<file path="config.mk">
export PLATFORM = sky130hd
export DESIGN_NAME = regfile_wb_arbiter
export DESIGN_NICKNAME = d
export VERILOG_FILES = /design/src/rtl/regfile_wb_arbiter.sv
export SDC_FILE = /design/constraint.sdc
export NUM_CORES = 1
export LEC_CHECK = 0
export CORE_MARGIN = 10
export CORE_UTILIZATION = 25
export CTS_BUF_LIST = sky130_fd_sc_hd__clkbuf_8
export CTS_CLUSTER_DIAMETER = 40
export DETAILED_ROUTE_END_ITERATION = 7
export SYNTH_ARGS = -nofsm -noshare
export SYNTH_HDL_FRONTEND = slang
export SYNTH_SLANG_ARGS = --single-unit
</file>
<file path="constraint.sdc">
create_clock -name clk_i -period 2.8 [get_ports clk_i]
set_input_delay 0.7 -clock clk_i [delete_from_list [all_inputs] [get_ports clk_i]]
set_output_delay 0.7 -clock clk_i [all_outputs]
set_load 0.05 [all_outputs]
</file>
<file path="src/rtl/regfile_wb_arbiter.sv">
// Round-robin writeback arbiter for the single register-file write port, with a pending-write
// scoreboard for RAW stalls. Define RF_FWD_EN to add a bypass from the registered output stage.
module regfile_wb_arbiter #(
  parameter int unsigned NUM_REQ = 2,
  parameter int unsigned XLEN    = 32
) (
  input  logic                    clk_i,
  input  logic                    reset_i,
  input  logic [NUM_REQ-1:0]      req_valid_i,
  output logic [NUM_REQ-1:0]      req_ready_o,
  input  logic [5*NUM_REQ-1:0]    req_rd_i,
  input  logic [XLEN*NUM_REQ-1:0] req_data_i,
  input  logic                    alloc_valid_i,
  input  logic [4:0]              alloc_rd_i,
  input  logic [4:0]              rs1_i,
  input  logic [4:0]              rs2_i,
  output logic                    rs1_busy_o,
  output logic                    rs2_busy_o,
  output logic [4:0]              rf_rd_o,
  output logic                    rf_regwrite_o,
  output logic [XLEN-1:0]         rf_rd_data_o
`ifdef RF_FWD_EN
  ,
  output logic [XLEN-1:0]         rs1_fwd_data_o,
  output logic [XLEN-1:0]         rs2_fwd_data_o
`endif
);

  localparam int unsigned PtrW = $clog2(NUM_REQ);

  logic [PtrW-1:0] ptr_q, ptr_d;
  logic [PtrW-1:0] grant_idx, cand;
  logic            grant_vld;
  logic [4:0]      sel_rd;
  logic [XLEN-1:0] sel_data;

  logic [4:0]      rf_rd_q;
  logic            rf_regwrite_q;
  logic [XLEN-1:0] rf_rd_data_q;
  logic [31:0]     sb_q, sb_d;

  // Search from the pointer, wrapping modulo NUM_REQ; first valid requester wins.
  always_comb begin
    grant_vld = 1'b0;
    grant_idx = '0;
    cand      = '0;
    for (int unsigned k = 0; k < NUM_REQ; k++) begin
      cand = PtrW'((32'(ptr_q) + k) % NUM_REQ);
      if (!grant_vld && req_valid_i[cand]) begin
        grant_vld = 1'b1;
        grant_idx = cand;
      end
    end
    if (reset_i) begin
      grant_vld = 1'b0;
    end
  end

  always_comb begin
    req_ready_o = '0;
    if (grant_vld) begin
      req_ready_o[grant_idx] = 1'b1;
    end
  end

  always_comb begin
    sel_rd   = '0;
    sel_data = '0;
    for (int unsigned k = 0; k < NUM_REQ; k++) begin
      if (grant_idx == PtrW'(k)) begin
        sel_rd   = req_rd_i[5*k +: 5];
        sel_data = req_data_i[XLEN*k +: XLEN];
      end
    end
  end

  always_comb begin
    ptr_d = ptr_q;
    if (grant_vld) begin
      ptr_d = (grant_idx == PtrW'(NUM_REQ - 1)) ? '0 : grant_idx + PtrW'(1);
    end
  end

  // Clear on the commit edge first so a same-edge alloc of that register wins.
  always_comb begin
    sb_d = sb_q;
    if (rf_regwrite_q) begin
      sb_d[rf_rd_q] = 1'b0;
    end
    if (alloc_valid_i && (alloc_rd_i != 5'd0)) begin
      sb_d[alloc_rd_i] = 1'b1;
    end
    sb_d[0] = 1'b0;
  end

  always_ff @(posedge clk_i) begin
    if (reset_i) begin
      ptr_q         <= '0;
      sb_q          <= '0;
      rf_rd_q       <= '0;
      rf_regwrite_q <= 1'b0;
      rf_rd_data_q  <= '0;
    end else begin
      ptr_q <= ptr_d;
      sb_q  <= sb_d;
      if (grant_vld) begin
        rf_rd_q       <= sel_rd;
        rf_rd_data_q  <= sel_data;
        rf_regwrite_q <= (sel_rd != 5'd0);
      end else begin
        rf_regwrite_q <= 1'b0;
      end
    end
  end

  assign rf_rd_o       = rf_rd_q;
  assign rf_regwrite_o = rf_regwrite_q;
  assign rf_rd_data_o  = rf_rd_data_q;

`ifdef RF_FWD_EN
  logic fwd1, fwd2;
  assign fwd1           = rf_regwrite_q && (rf_rd_q == rs1_i) && (rs1_i != 5'd0);
  assign fwd2           = rf_regwrite_q && (rf_rd_q == rs2_i) && (rs2_i != 5'd0);
  assign rs1_busy_o     = sb_q[rs1_i] && (rs1_i != 5'd0) && !fwd1;
  assign rs2_busy_o     = sb_q[rs2_i] && (rs2_i != 5'd0) && !fwd2;
  assign rs1_fwd_data_o = fwd1 ? rf_rd_data_q : '0;
  assign rs2_fwd_data_o = fwd2 ? rf_rd_data_q : '0;
`else
  assign rs1_busy_o = sb_q[rs1_i] && (rs1_i != 5'd0);
  assign rs2_busy_o = sb_q[rs2_i] && (rs2_i != 5'd0);
`endif

endmodule

</file>
# [After elaboration in Yosys (flattened, before gate mapping)]
# Cells that the tools add are included.
[totals] wordCells=60 ff_bits=71 in_bits=94 out_inout_bits=42
[op_classes] reduce_logical=13 n_bitwise=4 n_addsub=2 mux=25 order_cmp=10
[op_table] op="$mux W32" n=3
[op_table] op="$and A32 B32 Y32" n=1
[op_table] op="$not A32 Y32" n=1
[op_table] op="$or A32 B32 Y32" n=1
[op_table] op="$lt A5 B6 Y1 const B" n=4
[op_table] op="$reduce_bool A5 Y1" n=4
[op_table] op="$mux W1" n=15
[op_table] op="$bmux W1 S5" n=2
[op_table] op="$demux W1 S5" n=2
[op_table] op="$ge A5 B1 Y1 const B" n=2
[op_table] op="$logic_and A1 B1 Y1" n=7
[op_table] op="$lt A1 B2 Y1 const B" n=3
[op_table] op="$mux W5" n=1
[op_table] op="$add A1 B1 Y1 const B" n=2
[op_table] op="$mux W2" n=1
[op_table] op="$reduce_or A2 Y1" n=1
[op_table] op="$demux W1 S1" n=1
[op_table] op="$ge A1 B1 Y1 const B" n=1
[op_table] op="$logic_not A1 Y1" n=1
[op_table] op="$not A1 Y1" n=1

# [Depth between registers and ports, before layout]
# Gate-level depths: netlist of the first run.
[logic_depth] ltp_word=11 ltp_mapped=6 mapped_depth_nobuf=4

# [Worst setup path before layout of the first run]
# Ideal clock, no wire load.
[synth_timing] path_kind="input port to output port" start="input port req_valid_i[0]" end="output port req_ready_o[0]" slack_ns=-0.185 stages=5 t_arrival_ns=2.285 cell_sequence="nand2b_1 -> and2_1 -> buf_2 -> clkbuf_1 -> nor3_1"
[synth_via] elab_chain_cells=11
[synth_rtl] element="from (decl)" line="9" rtl="input logic [NUM_REQ-1:0] req_valid_i,"
[synth_rtl] element="$mux W1 (not written as such) (2 in a row)" line="49" rtl="if (!grant_vld && req_valid_i[cand]) begin"
[synth_rtl] element="$mux W1" line="49"
[synth_rtl] element="$logic_not A1 Y1" line="49"
[synth_rtl] element="$logic_and A1 B1 Y1" line="49"
[synth_rtl] element="$mux W1" line="49"
[synth_rtl] element="$lt A1 B2 Y1 (not written as such) / $ge A1 B1 Y1 (equally long branches)" line="62" rtl="req_ready_o[grant_idx] = 1'b1;"
[synth_rtl] element="$logic_and A1 B1 Y1 (not written as such)" line="62"
[synth_rtl] element="$mux W1 (not written as such)" line="62"
[synth_rtl] element="$demux W1 S1" line="62"
[synth_rtl] element="$mux W2 (*)" line="61" rtl="if (grant_vld) begin"
[synth_rtl] element="to (decl)" line="10" rtl="output logic [NUM_REQ-1:0] req_ready_o,"
# Every way passes the cells marked *; elsewhere a longest branch is shown, timed or not. The select of a mux whose other input is x is not followed.

# [Worst setup path after layout of the first run]
[layout_timing] start="input port rs2_i[2]" end="output port rs2_busy_o"
[layout_via] elab_chain_cells=3
[layout_rtl] element="from (decl)" line="16" rtl="input logic [4:0] rs2_i,"
[layout_rtl] element="$bmux W1 S5" line="130" rtl="assign rs2_busy_o = sb_q[rs2_i] && (rs2_i != 5'd0);"
[layout_rtl] element="$mux W1 (not written as such)" line="130"
[layout_rtl] element="$logic_and A1 B1 Y1 (*)" line="130"
[layout_rtl] element="to (decl)" line="18" rtl="output logic rs2_busy_o,"
# Marked as above.

==> results of run 1 <==
==> cell usage after synthesis (5+ instances only) <==
cell type	instances	area [µm²]
dfxtp_1	70	1400
nor2b_1	7	43.8
buf_4	5	37.5
mux2i_1	17	170
a211oi_1	5	37.5
a22oi_1	32	240
nor2_1	11	41.3
a21oi_1	65	325
nand2_1	69	259
buf_2	5	25.0
o21ai_0	31	155
nor3b_1	6	45.0
clkbuf_1	20	75.1
nand3b_1	5	37.5
==> worst paths after layout <==
path | from | to | slack (ns) | cells past startpoint
setup / recovery | rs2_i[2] | rs2_busy_o | 0.07 | 6
hold / removal | ptr_q | ptr_q | 0.48 | 2
setup reg to reg | ptr_q | rf_regwrite_o | 1.09 | 5
hold reg to reg | ptr_q | ptr_q | 0.48 | 2
==> state kept, by name (all words and copies together), names as in the netlist <==
register       count
rf_regwrite_o      1
sb_q              31
rf_rd_o            5
ptr_q              1
rf_rd_data_o      32
==> layout make-up <==
class,instances,area [µm²]
fill,1427,8340
tap,180,225
clock inverter,6,109
timing repair buffer,156,1510
multi-input combinational,308,2040
clock buffer,10,138
inverter,2,7.51
sequential,70,1400
==> metal layers <==
metal	GRT usage, %	up-vias
met5	0	-
met4	4.66	0
met3	8.08	15
met2	19.5	167
met1	15.0	1705
li1	-	1790
==> stage by stage <==
step	instances	setup slack (ns)
finish	732	0.0672
global route	732	0.00105
CTS	728	0.00333
detailed placement	712	-0.467
global placement	712	-0.433
floorplan	413	0.0394
==> worst max-delay path: stages <==
cell and delay [ns]:
clkbuf_4 0.16, mux4_2 0.51, o22ai_2 0.14, a2111oi_2 0.07, a221o_1 0.29, buf_6 0.16
==> placed cells by master, fill, tap and decap left out, types with 3 or more instances in the layout <==
cell,Yosys,final
nor3b_1,6,6
o21ai_0,31,31
buf_2,5,4
a22oi_1,32,32
nand2b_1,4,4
nand3_1,4,4
clkdlybuf4s50_1,0,122
and3b_1,3,3
nand3b_1,5,5
buf_6,2,7
bufinv_16,0,3
a211oi_1,5,5
buf_4,5,17
nor2_1,11,10
nand2_1,69,69
mux2_4,0,4
mux4_2,2,4
mux2i_1,17,17
clkbuf_8,0,10
a21oi_1,65,64
dfxtp_1,70,70
nor2b_1,7,5
mux2_2,4,4
==> cell families after synthesis <==
group                  after synthesis  share of synthesized area (%)
AND/OR/NAND/NOR                    125                           17.6
multiplexers                        29                           10.3
buffers and inverters               35                           4.92
flip-flops                          70                           40.2
AO/OA/AOI/OAI                      154                           26.9
==> report_power, final <==
part           switching, µW  leakage (µW)  internal, µW
Clock                    397      0.000126           615
Combinational            386       0.00126           302
Sequential              37.5      0.000574          1050
Total                    821       0.00196          1960
==> repair_timing <==
action	4_1_cts	5_1_grt
resized for setup	53	19
pin swaps	7	7
buffers inserted	0	2
setup endpoints to repair	2	2
hold endpoints to repair	0	0
cloned	0	2
==> results.toml, run 1 <==
[grt]
grt_first_pass_wirelength_mm = 20.8
grt_pass1_vias = 3853
antenna_found_initial = 0
grt_overflow = 0
grt.total_usage_pct = 13.1
grt_start_max_net_pins = 70

[routing]
firstDrtPassIters = 4
drt_wl_total_mm = 13.0
wire_per_inst_um = 17.8
drt_iter0_markers = 149
dr_total_vias = 3677
dr_wl_met2_mm = 5.53
dr_wl_met3_mm = 1.82
wl_met1_mm = 5.53
post_drt_via_cell_ratio = 5.02
drc = 0
top_layer_used = "met4"
ant_nets = 0

[outcome]
status = "completed"

[floorplanning]
dieArea_um2 = 19100
fp.dieW_um = 138
io_pins = 136
coreArea_um2 = 13800
start_util_pct = 25.3
std_cell_rows = 43
die_h_um = 138

[sta]
max_freq_mhz = 366
hold_viol_final = 0
finalSetupTns_ns = 0
fin_hold_ws_ns = 0.476
setup_viol = 0
rsz0062_at_grt = "no"
finClkSkew_ns = 0.00807
period_share_pct = 97.6
min_period_ns = 2.73
worstMarginPinSlew_ns = 0.758
relSlewSlack_pct = 49.5
slew_viol_final = 0

[place]
dpl.hpwl_mm = 9.76
gp_congestion = 0.867
io_buffers = 135
place_area_um2 = 5040

[layout]
nets = 641
syn_to_final_growth_pct = 56.1
final_cell_area_um2 = 5440
diodes = 0
drive_above_1_share_pct = 15.0
fin_util_pct = 39.5

[setup_path]
cp-start-kind = "input pin"
critPathKind = "input pin to primary output"
crit_arrival_ns = 2.03
crit_required_ns = 2.10
cp-end-kind = "primary output"
path_max_fanout = 6

[power]
p_total_uw = 2780
vdd_ir_drop_max_mv = 0.265
p_leak_uw = 0.00196
power.density_nw_per_um2 = 512

[logic_synthesis]
synthCells = 413
netlist_area_um2 = 3480
synth_warnings = 0
ys_seq_elements = 70
syn_avg_cell_area_um2 = 8.43
synth-seq-area-share_pct = 40.2
synth_ff_type = "dfxtp_1"
syn_nets = 507
ys_types = 44
synth_edf_count = 0
async_flop_share_pct = 0

[cts]
h-tree-depth = 3
cts_tree = "yes"
ctsHoldBuffers = 0
cts_buffers = 9
path_clk_slew_ns = 0.08
cts_root_buf = "clkbuf_8"
clock_latency_ns = 0.34
cts_buffer_depth = 2
cts_sinks = 70

[flow_run]
maxCapViolCount = 0

[hold_path]
holdCritPathClass = "register to register"
No activity file was read; power rests on OpenSTA's default activity.
==> run 2, diff against run 1 <==
--- a/config.mk
+++ b/config.mk
@@ -10,6 +10,7 @@
 export CTS_BUF_LIST = sky130_fd_sc_hd__clkbuf_8
 export CTS_CLUSTER_DIAMETER = 40
 export DETAILED_ROUTE_END_ITERATION = 7
+export MAX_ROUTING_LAYER = met4
 export SYNTH_ARGS = -nofsm -noshare
 export SYNTH_HDL_FRONTEND = slang
 export SYNTH_SLANG_ARGS = --single-unit
==> run 2 against run 1 <==
Sequential cell count is the same; sequential share of layout area is the same; combinational power is essentially flat; routed wire length shrank 0.22%; critical path type unchanged; first-iteration DRC count shrank 6.0%; critical path depth is the same.
==> results.toml, run 2 (synthesis results as in run 1) <==
[layout]
fin_util_pct = 39.5
largest_reg_flops = 32
nets = 641
drive_above_1_share_pct = 15.0
finalNonFillerCells = 732
layout_commonest_cell = "clkdlybuf4s50_1"
syn_to_final_growth_pct = 56.1
diodes = 0
mostFrequentLayoutCells = "clkdlybuf4s50_1 (122), dfxtp_1 (70), nand2_1 (69), a21oi_1 (64), a22oi_1 (32)"

[grt]
grt_pass1_vias = 3900
grt_first_pass_wirelength_mm = 20.6
grt_start_max_net_pins = 70
antenna_found_initial = 0
grt.total_usage_pct = 13.5
grt_overflow = 0

[floorplanning]
std_cell_rows = 43
io_pins = 136
dieArea_um2 = 19100
die_h_um = 138
coreArea_um2 = 13800
fp.dieW_um = 138
start_util_pct = 25.3

[outcome]
status = "completed"

[sta]
setup_viol = 0
max_freq_mhz = 366
rsz0062_at_grt = "no"
worstMarginPinSlew_ns = 0.760
min_period_ns = 2.73
slew_viol_final = 0
fin_ws_ns = 0.0650
finClkSkew_ns = 0.00755
finalSetupTns_ns = 0
period_share_pct = 97.7
hold_viol_final = 0
fin_hold_ws_ns = 0.476
relSlewSlack_pct = 49.3

[power]
p_int_uw = 1960
pwr-share-clk_pct = 36.4
p_comb_share_pct = 24.7
vdd_ir_drop_max_mv = 0.265
p_leak_uw = 0.00196
netSwitchingPower_uw = 823
power.density_nw_per_um2 = 512
sw_frac_of_total_pct = 29.6
pwr-share-seq_pct = 38.9

[setup_path]
path_max_fanout = 6
rrSetupSlack_ns = 1.09
cp-start-kind = "input pin"
crit_arrival_ns = 2.03
r2r_start = "ptr_q"
cp-end-kind = "primary output"
critPathKind = "input pin to primary output"
crit_required_ns = 2.10
crit_start = "rs2_i[2]"
cp-endpoint = "rs2_busy_o"
reg2regPathDepth = 5
r2r_end = "rf_regwrite_o"

[routing]
firstDrtPassIters = 4
drt_iter0_markers = 140
drt_wl_total_mm = 13.0
ant_nets = 0
post_drt_via_cell_ratio = 5.00
wire_per_inst_um = 17.8
drc = 0
dr_total_vias = 3663

[cts]
cts_buffer_depth = 2
h-tree-depth = 3
cts_buffers = 9
path_clk_slew_ns = 0.08
ctsHoldBuffers = 0
cts_sinks = 70
cts_tree = "yes"
clock_latency_ns = 0.35
cts_root_buf = "clkbuf_8"

[place]
gp_congestion = 0.881
dp_cells = 712
io_buffers = 135
dpl_worst_slack_ns = -0.467
dpl.hpwl_mm = 9.76

[hold_path]
holdCritPathClass = "register to register"

[flow_run]
maxCapViolCount = 0
-- run 2: cell counts in the layout (fill, tap and decap cells not counted) --
No cell type changed its count.
-- run 2: per-stage QoR --
step	area (µm²)	power (µW)
after floorplan	3490	1460
after global placement	5040	1760
after detailed placement	5040	1770
after CTS	5360	2800
after global routing	5440	2900
final	5440	2790
-- run 2: worst min path at each step --
stage / startpoint / end / slack [ns] / depth (start not counted)
final: ptr_q / ptr_q / 0.48 / 2
after global routing: ptr_q / ptr_q / 0.50 / 2
after CTS: ptr_q / ptr_q / 0.47 / 2
after detailed placement: ptr_q / ptr_q / 0.46 / 2
after global placement: ptr_q / ptr_q / 0.46 / 2
after floorplan: ptr_q / ptr_q / 0.44 / 2
-- run 2: layout make-up --
type / instances / area, µm²
clock buffer: 10 / 138
clock inverter: 6 / 109
fill: 1427 / 8340
inverter: 2 / 7.51
multi-input combinational: 308 / 2040
sequential: 70 / 1400
tap: 180 / 225
timing repair buffer: 156 / 1510
-- run 2: metal layers --
layer / global-route usage [%] / wire (µm) / up-vias
li1: - / - / 1789
met1: 15.9 / 5850 / 1693
met2: 19.5 / 5490 / 162
met3: 6.44 / 1500 / 19
met4: 4.83 / 164 / 0
met5: - / 0 / -
-- run 2: critical path, cell delays in order --
cell and delay [ns]:
clkbuf_4 0.16, mux4_2 0.51, o22ai_2 0.14, a2111oi_2 0.07, a221o_1 0.30, buf_6 0.16
-- run 2: power groups by stage --
stage	clock network (µW)	logic [µW]	registers [µW]
floorplan	0	219	1240
detailed placement	0	665	1110
CTS	1040	679	1080
global route	1080	734	1090
global placement	0	661	1100
finish	1010	687	1080
-- run 2: repair_timing --
action,4_1_cts,5_1_grt
setup buffers,0,2
resized for setup,53,19
endpoints found under the setup margin,2,2
pin swaps,7,7
cloned,0,2
==> RTL change, RTL diff (settings of run 1) <==
Add a define of `RF_FWD_EN`.
--- a/src/rtl/regfile_wb_arbiter.sv
+++ b/src/rtl/regfile_wb_arbiter.sv
@@ -1,5 +1,7 @@
 // Round-robin writeback arbiter for the single register-file write port, with a pending-write
 // scoreboard for RAW stalls. Define RF_FWD_EN to add a bypass from the registered output stage.
+`define RF_FWD_EN
+
 module regfile_wb_arbiter #(
   parameter int unsigned NUM_REQ = 2,
   parameter int unsigned XLEN    = 32
Behaviour (old outputs only; new: rs1_fwd_data_o and rs2_fwd_data_o): not the same (Yosys sat finds a counterexample within 4 cycles, from zero or initial values and one cycle with reset_i high).
==> RTL change against run 1 <==
  * The run now ends with setup timing left
  * Critical path depth up 2
  * Area after synthesis grew 17%
  * First-iteration DRC count increased by 73%
  * Highest routed layer unchanged
  * Power fell by 2.2%
  * Final area rose by 45%
  * Worst hold slack improved by 0.027 ns
  * Count of clock-buffer cells in the layout is the same
  * Register-to-register slack improved by 0.08 ns
  * Routed wire length is 53% higher
  * Worst setup slack got worse by 0.14 ns
  * Via count increased by 27%
  * Critical path type unchanged
  * Core utilization grew 9.8 points
  * Sequential cell count stayed put
==> RTL change: results (changes against run 1) <==
[critical_path]
worst_path_largest_cell_delay_ns = 0.37  ; -0.14 ns
ff2ff_setup_slack_ns = 1.17  ; +0.08 ns
cp_slowest_cell = a2111oi_4
crit_family = buffers and inverters
worstPathArrival_ns = 2.18  ; +0.15 ns
worstPathMaxFanout = 4  ; -2

[sta]
finalSetupTns_ns = -2.40  ; -2.40 ns
timing.clock.skew_ns = 0.00705  ; -0.00101 ns
finalWorstSetupSlack_ns = -0.0775  ; -0.145 ns
setup_violations = 65  ; +65
worst-slew-pin-transition_ns = 0.679  ; -0.0785 ns

[synth]
syn-num-nets = 580  ; +14%
synth.top_cells.by_count = dfxtp_1, nand2_1, and2_1
synth.distinct_cells = 52  ; +18%
yosys-mux-area-fraction_pct = 10.7  ; +0.41 points
synth-compound-area-share_pct = 21.7  ; -5.2 points

[placement]
placement.setup.worst_slack_ns = -0.486  ; -0.0184 ns
placement.cell_area_mm2 = 0.00708  ; +40%

[worst_hold_path]
worst_hold_path.endpoint = sb_q[30]

[drt]
route.detailed.wl_per_inst_um = 21.3  ; +20%

[power_and_ir_drop]
leakagePower_nw = 2.96  ; +51%
ir_worst_vdd_mv = 0.174  ; -34%
power.switching_uw = 879  ; +7.1%

[grt]
pin_count_of_the_biggest_net_entering_global_routing = 53  ; -24%
first_global_vias = 4943  ; +28%

[outcome]
violations_in_the_final_reports = setup timing
run_status = complete, but fails checks

[cells_and_area]
nNetsFinal = 807  ; +26%
fillers = 1460  ; +2.3%

## RTL change: cell families after synthesis
group,count (synthesis)
XOR/XNOR,10
AND/OR/NAND/NOR,194
AO/OA/AOI/OAI,143
buffers and inverters,40
flip-flops,70
multiplexers,29
## RTL change: worst max path at each step
stage / end / cells after the start / start / slack [ns]
4_1_cts: rs1_busy_o / 9 / rs1_i[0] / -0.13
2_1_floorplan: rs1_busy_o / 5 / rs1_i[1] / 0.003
6_report: rs1_busy_o / 8 / rs1_i[0] / -0.08
5_1_grt: rs1_fwd_data_o[1] / 8 / rs1_i[3] / -0.14
3_5_place_dp: rs1_busy_o / 7 / rs1_i[2] / -0.49
3_3_place_gp: rs2_busy_o / 7 / rs2_i[2] / -0.48
## RTL change: what timing repair did
item                                    CTS  global route
gates resized for setup                 136            15
gates cloned                              4             2
endpoints found under the setup margin   66            66
hold endpoints to repair                  0             0
buffers inserted                         12             8
pin swaps                                14             9
## RTL change: layout make-up
type / count / area [µm²] / area share [%]
Timing Repair Buffer: 254 / 3280 / 41.7
Multi-Input combinational cell: 376 / 2700 / 34.4
Sequential cell: 70 / 1400 / 17.8
Tap cell: 216 / 270 / 3.44
Clock buffer: 10 / 138 / 1.75
Clock inverter: 6 / 62.6 / 0.796
Inverter: 2 / 7.51 / 0.0955
## RTL change: power by group through the flow
stage          sequential [mW]  combinational [mW]  clock (mW)
3_5_place_dp              1.12               0.729           0
2_1_floorplan             1.23               0.266           0
3_3_place_gp              1.12               0.722           0
6_report                  1.11               0.788       0.826
4_1_cts                   1.11               0.771       0.843
5_1_grt                   1.11               0.833       0.895
## RTL change: routing by layer
metal | track usage, % | part of all wire (%)
met4 | 4.91 | 1.2
met2 | 31.1 | 53
met3 | 4.82 | 7.7
met5 | 0 | 0
met1 | 19.4 | 38
